[config.mk]
export PLATFORM = sky130hd
export DESIGN_NAME = bidi_bus_ctrl
export DESIGN_NICKNAME = d
export VERILOG_FILES = /design/src/rtl/bidi_bus_ctrl.sv
export SDC_FILE = /design/constraint.sdc
export NUM_CORES = 1
export LEC_CHECK = 0
export BUFFER_PORTS_ARGS = -buffer_cell sky130_fd_sc_hd__buf_2
export CORE_UTILIZATION = 45
export CTS_BUF_LIST = sky130_fd_sc_hd__clkbuf_4
export CTS_CLUSTER_DIAMETER = 60
export DETAILED_ROUTE_END_ITERATION = 6
export PLACE_DENSITY = 0.74
export SYNTH_ARGS = -nofsm -noshare
export SYNTH_HDL_FRONTEND = slang
export SYNTH_SLANG_ARGS = --single-unit
[constraint.sdc]
create_clock -name clk -period 1.4 [get_ports clk]
set_clock_uncertainty 0.1 [all_clocks]
set_input_delay 0.35 -clock clk [delete_from_list [all_inputs] [get_ports clk]]
set_output_delay 0.35 -clock clk [all_outputs]
set_load 0.02 [all_outputs]
[src/rtl/bidi_bus_ctrl.sv]
// Half-duplex pad-bank controller: turns single-beat write/read requests into
// pad drive/sample sequences and inserts turnaround cycles on direction changes.
module bidi_bus_ctrl #(
    parameter int DW     = 8,
    parameter int TURN   = 2,
    parameter int WR_CYC = 1,
    parameter int SETTLE = 2
) (
    input  logic          clk,
    input  logic          reset,
    input  logic          req_valid,
    output logic          req_ready,
    input  logic          req_wr,
    input  logic [DW-1:0] req_wdata,
    output logic          rsp_valid,
    output logic [DW-1:0] rsp_rdata,
    output logic [DW-1:0] pad_t,
    output logic [DW-1:0] pad_i,
    input  logic [DW-1:0] pad_o,
    output logic          bus_dir
);

    if (TURN < 1 || TURN > 15) begin : g_bad_turn
        $error("bidi_bus_ctrl: TURN must be 1..15");
    end
    if (WR_CYC < 1 || WR_CYC > 15) begin : g_bad_wr_cyc
        $error("bidi_bus_ctrl: WR_CYC must be 1..15");
    end
    if (SETTLE < 2 || SETTLE > 15) begin : g_bad_settle
        $error("bidi_bus_ctrl: SETTLE must be 2..15");
    end

    localparam logic [3:0] TURN_LD   = 4'(TURN - 1);
    localparam logic [3:0] WR_LD     = 4'(WR_CYC - 1);
    localparam logic [3:0] SETTLE_LD = 4'(SETTLE - 1);

    typedef enum logic [1:0] {S_IDLE, S_TURN, S_WRITE, S_READ} state_t;

    state_t        state_q, state_d;
    logic [3:0]    cnt_q, cnt_d;
    logic          last_dir_q, last_dir_d;  // 1 = last transfer was a write
    logic          pend_wr_q, pend_wr_d;
    logic          drive_q, drive_d;
    logic [DW-1:0] pad_i_q, pad_i_d;
    logic          rsp_valid_q, rsp_valid_d;
    logic [DW-1:0] rsp_rdata_q, rsp_rdata_d;
    logic [DW-1:0] o_q;

    always_ff @(posedge clk or posedge reset) begin
        if (reset) begin
            state_q     <= S_IDLE;
            cnt_q       <= '0;
            last_dir_q  <= 1'b0;
            pend_wr_q   <= 1'b0;
            drive_q     <= 1'b0;
            pad_i_q     <= '0;
            rsp_valid_q <= 1'b0;
            rsp_rdata_q <= '0;
            o_q         <= '0;
        end else begin
            state_q     <= state_d;
            cnt_q       <= cnt_d;
            last_dir_q  <= last_dir_d;
            pend_wr_q   <= pend_wr_d;
            drive_q     <= drive_d;
            pad_i_q     <= pad_i_d;
            rsp_valid_q <= rsp_valid_d;
            rsp_rdata_q <= rsp_rdata_d;
            o_q         <= pad_o;
        end
    end

    always_comb begin
        state_d     = state_q;
        cnt_d       = cnt_q;
        last_dir_d  = last_dir_q;
        pend_wr_d   = pend_wr_q;
        drive_d     = drive_q;
        pad_i_d     = pad_i_q;
        rsp_valid_d = 1'b0;
        rsp_rdata_d = rsp_rdata_q;
        case (state_q)
            S_IDLE: begin
                // Idle parks the bus in whatever direction the last transfer left it.
                if (req_valid) begin
                    pend_wr_d = req_wr;
                    if (req_wr) pad_i_d = req_wdata;
                    if (req_wr != last_dir_q) begin
                        state_d = S_TURN;
                        cnt_d   = TURN_LD;
                        drive_d = 1'b0;
                    end else if (req_wr) begin
                        state_d = S_WRITE;
                        cnt_d   = WR_LD;
                        drive_d = 1'b1;
                    end else begin
                        state_d = S_READ;
                        cnt_d   = SETTLE_LD;
                        drive_d = 1'b0;
                    end
                end
            end
            S_TURN: begin
                drive_d = 1'b0;
                if (cnt_q == 4'd0) begin
                    if (pend_wr_q) begin
                        state_d = S_WRITE;
                        cnt_d   = WR_LD;
                        drive_d = 1'b1;
                    end else begin
                        state_d = S_READ;
                        cnt_d   = SETTLE_LD;
                    end
                end else begin
                    cnt_d = cnt_q - 4'd1;
                end
            end
            S_WRITE: begin
                drive_d = 1'b1;
                if (cnt_q == 4'd0) begin
                    state_d    = S_IDLE;
                    last_dir_d = 1'b1;
                end else begin
                    cnt_d = cnt_q - 4'd1;
                end
            end
            S_READ: begin
                drive_d = 1'b0;
                if (cnt_q == 4'd0) begin
                    state_d     = S_IDLE;
                    last_dir_d  = 1'b0;
                    rsp_valid_d = 1'b1;
                    rsp_rdata_d = o_q;
                end else begin
                    cnt_d = cnt_q - 4'd1;
                end
            end
            default: state_d = S_IDLE;
        endcase
    end

    assign req_ready = (state_q == S_IDLE) & ~reset;
    assign rsp_valid = rsp_valid_q;
    assign rsp_rdata = rsp_rdata_q;
    assign pad_t     = {DW{~drive_q}};
    assign pad_i     = pad_i_q;
    assign bus_dir   = drive_q;

endmodule

== Yosys cells after proc, flatten, opt, wreduce, memory -nomap -nowiden ==
Index checks and enable logic that the tools add are counted.

* Add/sub/neg operators: 1
* Multiply operators: 0
* Divide/modulo/power cells: 0
* $lt $le $gt $ge: 0
* Equality and inequality tests: 10
* Shift-type cells: 0
* Mux-type cells: 25
* Bitwise gates (word level): 3
* Reductions and logical operators: 10

{| class="wikitable"
|+ Operators with widths
! cell !! number
|-
| two-way mux 1 bit || 14
|-
| two-way mux 4 bit || 3
|-
| one-hot mux 4 bit (3 select lines) || 1
|-
| inequality test 2 bit, second input constant || 5
|-
| AND reduction 3 bit || 3
|-
| two-way mux 2 bit || 4
|-
| one-hot mux 2 bit (3 select lines) || 1
|-
| AND reduction 2 bit || 3
|-
| == test 2 bit, second input constant || 2
|-
| zero test 4 bit || 1
|-
| one-hot mux 1 bit (4 select lines) || 1
|-
| subtractor 4 x 1 -> 4 bit, second input constant || 1
|-
| == test 2 x 1 -> 1 bit, second input constant || 1
|-
| zero test 2 bit || 1
|-
| inequality test 2 x 1 -> 1 bit, second input constant || 1
|-
| NOT 1 bit || 2
|-
| one-hot mux 1 bit (2 select lines) || 1
|-
| nonzero test 2 bit || 1
|-
| OR reduction 2 bit || 1
|-
| AND 1 bit || 1
|-
| inequality test 1 bit || 1
|}

* Flip-flop bits (word level): 34
* Latch bits: 0
* RAM bits: 0
* Memory bits (read-only): 0
* Input port bits: 20
* Word-level logic and storage cells: 58
* Memories kept: 0

== Logic depth before layout (Yosys ltp) ==
Gate-level depths: netlist of the first run.

* Depth after elaboration: 4
* Depth in mapped cells: 5

== Worst setup path before layout of the first run ==
OpenSTA, ideal clock, no wires.

* Path type: flip-flop to output port
* From: register state_q[1]
* To: output req_ready
* Arrival: 1107 ps
* Required time: 950 ps
* Setup slack: -157 ps
* Stages on the path, launching flop included: 3
* Buffers on the path: 1
* Cell sequence: dfrtp_1 -> buf_2 -> nor3_1

* Word-level cells in the longest chain between the ends: 2

{| class="wikitable"
|+ Ends and longest elaborated chain
! item !! RTL line !! RTL
|-
| start, declared || 39 || <nowiki>state_t state_q, state_d;</nowiki>
|-
| start signal, assigned || 61 || <nowiki>state_q <= state_d;</nowiki>
|-
| zero test 2 bit || 142 || <nowiki>assign req_ready = (state_q == S_IDLE) & ~reset;</nowiki>
|-
| AND 1 bit || 142 ||
|-
| end, declared || 12 || <nowiki>output logic req_ready,</nowiki>
|}

Every way passes these cells.

== Worst setup path in the final report of the first run ==
Same ends and word-level chain as after synthesis.

==> impl_metrics.env, run 1 <==
export IMPL_final_area_um2=2420
export IMPL_avgSynthCellArea_um2=14.5
export IMPL_multi_input_area_um2=713
export IMPL_pre_cts_ws_ns=-0.161
export IMPL_failed_checks="negative setup slack"
export IMPL_fin_ws_ns=-0.265
export IMPL_gr_usage_met3=0.0768
export IMPL_fin_cells=238
export IMPL_syn_nets=130
export IMPL_wl_per_cell_um=15.1
export IMPL_ys_flop_type="dfrtp_1"
export IMPL_synth_cell_types=32
export IMPL_irDropWorstVdd_mv=1.11
export IMPL_period_needed_ns=1.66
export IMPL_grtUsageTotal=0.206
export IMPL_clockBufferDepth=2
export IMPL_die_w_um=60.5
export IMPL_h_tree_depth=2
export IMPL_seqCellArea_um2=855
export IMPL_clock_sinks=34
export IMPL_io_buffer_count=46
export IMPL_drt_iter0_drc=25
export IMPL_fillerInstances=195
export IMPL_maxCapViolations=0
export IMPL_ant_nets=0
export IMPL_cts_tree="yes"
export IMPL_arrival_ns=1.21
export IMPL_nets=217
export IMPL_grt_max_degree=35
export IMPL_slew_headroom=0.803
export IMPL_ys_seq_area_frac=0.552
export IMPL_post_route_period_util=1.19
export IMPL_drt_total_wl_mm=3.60
export IMPL_cts_buffers=5
export IMPL_dieHeight_um=60.5
export IMPL_hold_violations=0
export IMPL_met1_usage=0.230
export IMPL_grt_ovfl_total=0
export IMPL_path_max_fanout=2
export IMPL_routed_via_density=4.79
export IMPL_io_pins=47
export IMPL_pwr_density_cell_nw_per_um2=2370
export IMPL_area_delta_synth_final_pct=56.7
export IMPL_grt_pass1_wl_mm=5.26
export IMPL_syn_inst=106
export IMPL_cts_clk_slew_worst_paths_ns=0.11
export IMPL_required_ns=0.95
export IMPL_power_uw=5720
export IMPL_clockRootBuffer="clkbuf_4"
export IMPL_power_leakage_uw=0.00115
export IMPL_slew_violations=0
export IMPL_tns_ns=-3.33
export IMPL_synthArstFlopShare=1.00
export IMPL_ys_warn_count=0
export IMPL_vias=1140
export IMPL_ys_seq_elements=34
export IMPL_clock_latency_ns=0.35
export IMPL_synth_edf_count=0
export IMPL_drtPass1Iterations=4
export IMPL_rsz0062_at_grt="yes"
export IMPL_num_rows=20
export IMPL_startpoint_type="flop"
export IMPL_die_area_um2=3660
export IMPL_min_path_type="input port to flop"
export IMPL_grt_busiest_layer="met2"
export IMPL_dp_hpwl_mm=2.04
export IMPL_antenna_found_initial=0
export IMPL_setup_viol_count_final=33
export IMPL_drive_above_1_share=0.680
export IMPL_path_class="flop to primary output"
export IMPL_grt_pass1_vias=1142
export IMPL_routabilityCongestion=0.880
export IMPL_start_util=0.489
export IMPL_place_area_um2=1890
export IMPL_endpoint_kind="primary output"
export IMPL_syn_area_um2=1540
export IMPL_n_antenna_cell=0
export IMPL_fmax_ghz=0.601
export IMPL_worstMarginPinSlew_ns=0.294
export IMPL_status="finished, violations left"
export IMPL_grt_util_met2=0.363
export IMPL_core_area_um2=3150
export IMPL_drc=0
export IMPL_numPlacedInstances=201
repair_timing:
action	CTS	global route
gates resized for setup	31	33
setup buffers	10	11
pin swaps	7	7
endpoints found under the hold margin	34	8
gates cloned	2	1
hold buffers	1	8
setup endpoints to repair	31	43
cell usage in the layout (no fill, tap or decap), drive strengths merged, types with 3 or more instances in the layout:
master       netlist  final
a21o               3      3
a21oi              4      4
buf               10     79
clkbuf             1      5
clkinvlp           0      3
dfrtp             34     34
dlygate4sd3        0      9
ha                 4      4
inv                5      4
mux2              16     16
nor2               6      7
nor3               4      4
worst max-delay path, stage by stage (launching register included):
cell	delay (ns)
dfrtp_2	0.44
buf_6	0.12
nor3_2	0.14
buf_4	0.16
synthesized netlist by cell type, types with 2 or more instances:
cell type,number,area share
a211oi_2,2,0.016
a21o_1,3,0.015
a21oi_1,4,0.013
buf_4,7,0.034
dfrtp_1,34,0.55
ha_1,4,0.032
inv_1,5,0.012
mux2_4,16,0.16
nor2_1,4,0.0097
nor3_1,4,0.013
o22ai_1,2,0.0081
state kept, by name, summed over array words and instances (netlist names):
signal / flops
bus_dir: 1
cnt_q: 4
last_dir_q: 1
o_q: 8
pad_i: 8
pend_wr_q: 1
rsp_rdata: 8
rsp_valid: 1
state_q: 2
path summary, 6_finish.rpt:
check | startpoint | endpoint | slack, ns | cells past startpoint
min in group asynchronous | reset | pad_i[4]$_DFFE_PP0P_ | 0.49 | 4
worst min register to register | o_q[5]$_DFF_PP0_ | rsp_rdata[5]$_DFFE_PP0P_ | 0.39 | 1
worst min-delay path | req_wdata[7] | pad_i[7]$_DFFE_PP0P_ | 0.12 | 2
max in group asynchronous | reset | state_q[0]$_DFFE_PP0P_ | 0.53 | 4
worst max-delay path | state_q[1]$_DFFE_PP0P_ | req_ready | -0.26 | 3
worst max register to register | cnt_q[1]$_DFFE_PP0P_ | rsp_rdata[3]$_DFFE_PP0P_ | -0.17 | 5
kinds of logic (layout without fill, tap and decap cells):
logic type	after synthesis	after routing	synth area share
compound gates	16	16	0.0771
buf+inv	16	102	0.0722
fa+ha+maj	4	4	0.0325
flops	34	34	0.552
mux	17	17	0.162
xor+xnor	1	1	0.00568
simple gates	18	20	0.0982
area by class of cell:
cell class                      count  area share
Timing Repair inverter              1     0.00311
Clock inverter                      3     0.00673
Sequential cell                    34       0.354
Tap cell                           44      0.0228
Inverter                            5      0.0104
Clock buffer                        5      0.0155
Multi-Input combinational cell     58       0.295
Timing Repair Buffer               88       0.293
metrics by stage:
| stage | utilization | hold slack (ns) |
|---|---|---|
| finish | 0.766 | 0.123 |
| global route | 0.766 | 0.106 |
| CTS | 0.682 | 0.00673 |
| detailed placement | 0.599 | 0.319 |
| global placement | 0.599 | 0.320 |
| floorplan | - | 0.281 |
metal layers:
layer  up-vias  part of all wire
met5         -                 0
met4         0            0.0097
met3         3             0.042
met2        31              0.55
met1       571              0.40
li1        535                 -
report_power, final:
group | switching (uW) | internal (uW)
sequential | 278 | 1370
combinational | 1610 | 1920
clock | 357 | 186
Note: power is estimated with default switching activity, not from simulation.
==> run 2, diff against run 1 <==
--- a/config.mk
+++ b/config.mk
@@ -9,4 +9,5 @@
 export CORE_UTILIZATION = 45
-export CTS_BUF_LIST = sky130_fd_sc_hd__clkbuf_4
+export CTS_BUF_LIST = sky130_fd_sc_hd__clkbuf_8
 export CTS_CLUSTER_DIAMETER = 60
+export CTS_CLUSTER_SIZE = 24
 export DETAILED_ROUTE_END_ITERATION = 6
==> constraint.sdc (replaced) <==
create_clock -name clk -period 1.4 [get_ports clk]
set_clock_uncertainty 0.1 [all_clocks]
set_input_delay 0 -clock clk [delete_from_list [all_inputs] [get_ports clk]]
set_output_delay 0 -clock clk [all_outputs]
set_load 0.02 [all_outputs]
==> run 2 against run 1 <==
The flow still finishes with violations (negative setup slack). Highest routed layer unchanged. Register-to-register slack hardly changed. Via count shrank 2.2%. Cell count is 0.84% lower. Combinational power down 19%. Sequential cell count unchanged. Fmax increased by 6.8%.
==> impl_metrics.env, run 2 (synthesized netlist as in run 1, its figures left out) <==
export IMPL_final_core_util=0.742
export IMPL_crit_chain="inv_2, ha_4, nand4bb_4, nor2_4, mux2_4"
export IMPL_routed_via_density=4.72
export IMPL_required_ns=1.48
export IMPL_pwr_density_cell_nw_per_um2=2390
export IMPL_cts_tree="yes"
export IMPL_fin_ws_ns=-0.158
export IMPL_path_class="flop to flop"
export IMPL_routabilityCongestion=0.859
export IMPL_drtPass1Iterations=4
export IMPL_grt_pass1_vias=1161
export IMPL_final_area_um2=2340
export IMPL_path_max_fanout=4
export IMPL_slew_violations=0
export IMPL_worst_r2r_setup_slack_ns=-0.16
export IMPL_grtUsageTotal=0.206
export IMPL_endpoint_kind="flop"
export IMPL_clock_sinks=34
export IMPL_cts_clk_slew_worst_paths_ns=0.07
export IMPL_startpoint_type="flop"
export IMPL_irDropWorstVdd_mv=1.27
export IMPL_antenna_found_initial=0
export IMPL_cts_buffers=5
export IMPL_failed_checks="negative setup slack"
export IMPL_core_area_um2=3150
export IMPL_final_cell_mix="buf_2 (46), dfrtp_1 (32), buf_4 (19)"
export IMPL_hold_violations=0
export IMPL_arrival_ns=1.64
export IMPL_place_area_um2=1870
export IMPL_num_rows=20
export IMPL_holdPathStages=3
export IMPL_wl_per_cell_um=14.2
export IMPL_power_leakage_uw=0.00114
export IMPL_area_delta_synth_final_pct=51.9
export IMPL_vias=1115
export IMPL_grt_pass1_wl_mm=5.33
export IMPL_io_buffer_count=46
export IMPL_status="finished, violations left"
export IMPL_min_path_type="input port to flop"
export IMPL_tns_ns=-1.65
export IMPL_rr_startpoint="cnt_q[1]$_DFFE_PP0P_"
export IMPL_fmax_ghz=0.642
export IMPL_r2r_end="rsp_rdata[0]$_DFFE_PP0P_"
export IMPL_dp_hpwl_mm=2.04
export IMPL_drt_total_wl_mm=3.35
export IMPL_nets=215
export IMPL_setup_viol_count_final=21
export IMPL_cpLargestDelayFamily="flip-flops"
export IMPL_io_pins=47
export IMPL_grt_max_degree=35
export IMPL_n_antenna_cell=0
export IMPL_cp_depth=5
export IMPL_clockBufferDepth=2
export IMPL_drive_above_1_share=0.609
export IMPL_min_from="req_valid"
export IMPL_clock_latency_ns=0.29
export IMPL_drt_iter0_drc=20
export IMPL_rsz0062_at_grt="yes"
export IMPL_die_area_um2=3660
export IMPL_worstMarginPinSlew_ns=0.415
export IMPL_crit_slowest_cell="dfrtp_1"
export IMPL_drc=0
export IMPL_layout_commonest_cell="buf_2"
export IMPL_grt_ovfl_total=0
export IMPL_whs_endpoint="pend_wr_q$_DFFE_PP0P_"
export IMPL_r2r_cells=5
export IMPL_worst_path_buf_inv=1
export IMPL_dieHeight_um=60.5
export IMPL_clockRootBuffer="clkbuf_8"
export IMPL_slew_headroom=0.724
export IMPL_fillerInstances=212
export IMPL_post_route_period_util=1.11
export IMPL_h_tree_depth=2
export IMPL_ant_nets=0
export IMPL_cp_slowest_stage_delay_ns=0.40
export IMPL_maxCapViolations=0
export IMPL_die_w_um=60.5
export IMPL_period_needed_ns=1.56
export IMPL_start_util=0.489
[run 2: cell types whose count changed in the layout (fill, tap and decap cells not counted), moves of 2 or more]
cell,previous run,this run
clkinvlp_4,3,0
clkbuf_4,5,0
clkbuf_8,0,5
a21oi_2,3,1
buf_4,25,19
inv_1,1,3
buf_6,23,5
buf_2,30,46
bufinv_16,0,2
dlygate4sd3_1,9,17
[run 2: area by class of cell]
cell class	count	area, um^2	area share
Clock buffer	5	68.8	0.0294
Clock inverter	3	68.8	0.0294
Inverter	5	18.8	0.00802
Multi-Input combinational cell	58	677	0.289
Sequential cell	34	853	0.365
Tap cell	44	55.1	0.0235
Timing Repair Buffer	87	599	0.256
[run 2: metrics by stage]
step	hold WS (ns)	total power [uW]	cells	worst slack, ns
6_report	0.0272	5600	236	-0.158
5_1_grt	0.0265	5940	236	-0.200
4_1_cts	0.00617	5470	233	-0.128
3_5_place_dp	0.00933	4090	201	-0.164
3_3_place_gp	0.00922	4000	201	-0.115
2_1_floorplan	-0.0686	3370	106	-0.105
[run 2: report_power, final]
group / switching [uW] / internal (uW) / total, uW
Combinational: 1410 / 1460 / 2870
Clock: 361 / 713 / 1070
Sequential: 280 / 1370 / 1650
[run 2: worst max path at each step]
| stage | slack, ns | to | from |
|---|---|---|---|
| 6_report | -0.16 | rsp_rdata[0]$_DFFE_PP0P_ | cnt_q[1]$_DFFE_PP0P_ |
| 5_1_grt | -0.20 | rsp_rdata[5]$_DFFE_PP0P_ | cnt_q[1]$_DFFE_PP0P_ |
| 4_1_cts | -0.13 | rsp_rdata[2]$_DFFE_PP0P_ | cnt_q[0]$_DFFE_PP0P_ |
| 3_5_place_dp | -0.16 | rsp_rdata[3]$_DFFE_PP0P_ | cnt_q[1]$_DFFE_PP0P_ |
| 3_3_place_gp | -0.11 | rsp_rdata[4]$_DFFE_PP0P_ | cnt_q[1]$_DFFE_PP0P_ |
| 2_1_floorplan | -0.11 | rsp_rdata[0]$_DFFE_PP0P_ | cnt_q[0]$_DFFE_PP0P_ |
[run 2: metal layers]
layer  global-route usage  routed length, um  part of all wire  up-vias
met5                    0                  0                 0        -
met4               0.0909                 31            0.0092        0
met3               0.0640                131             0.039        5
met2                0.363               1750              0.52       31
met1                0.230               1440              0.43      545
li1                     -                  -                 -      534
[run 2: worst min-delay path: cells and delay by family]
kind	cells	cell delay, ns
compound gates	1	0.11
simple gates	1	0.09
buf+inv	1	0.18
[run 2: timing repair]
action                     in CTS  in global routing
buffers inserted                5                  4
hold endpoints to repair       50                  0
gates cloned                    2                  0
hold buffers                   17                  0
gates resized for setup         8                 12
setup endpoints to repair      24                 26
pin swaps                       6                  9
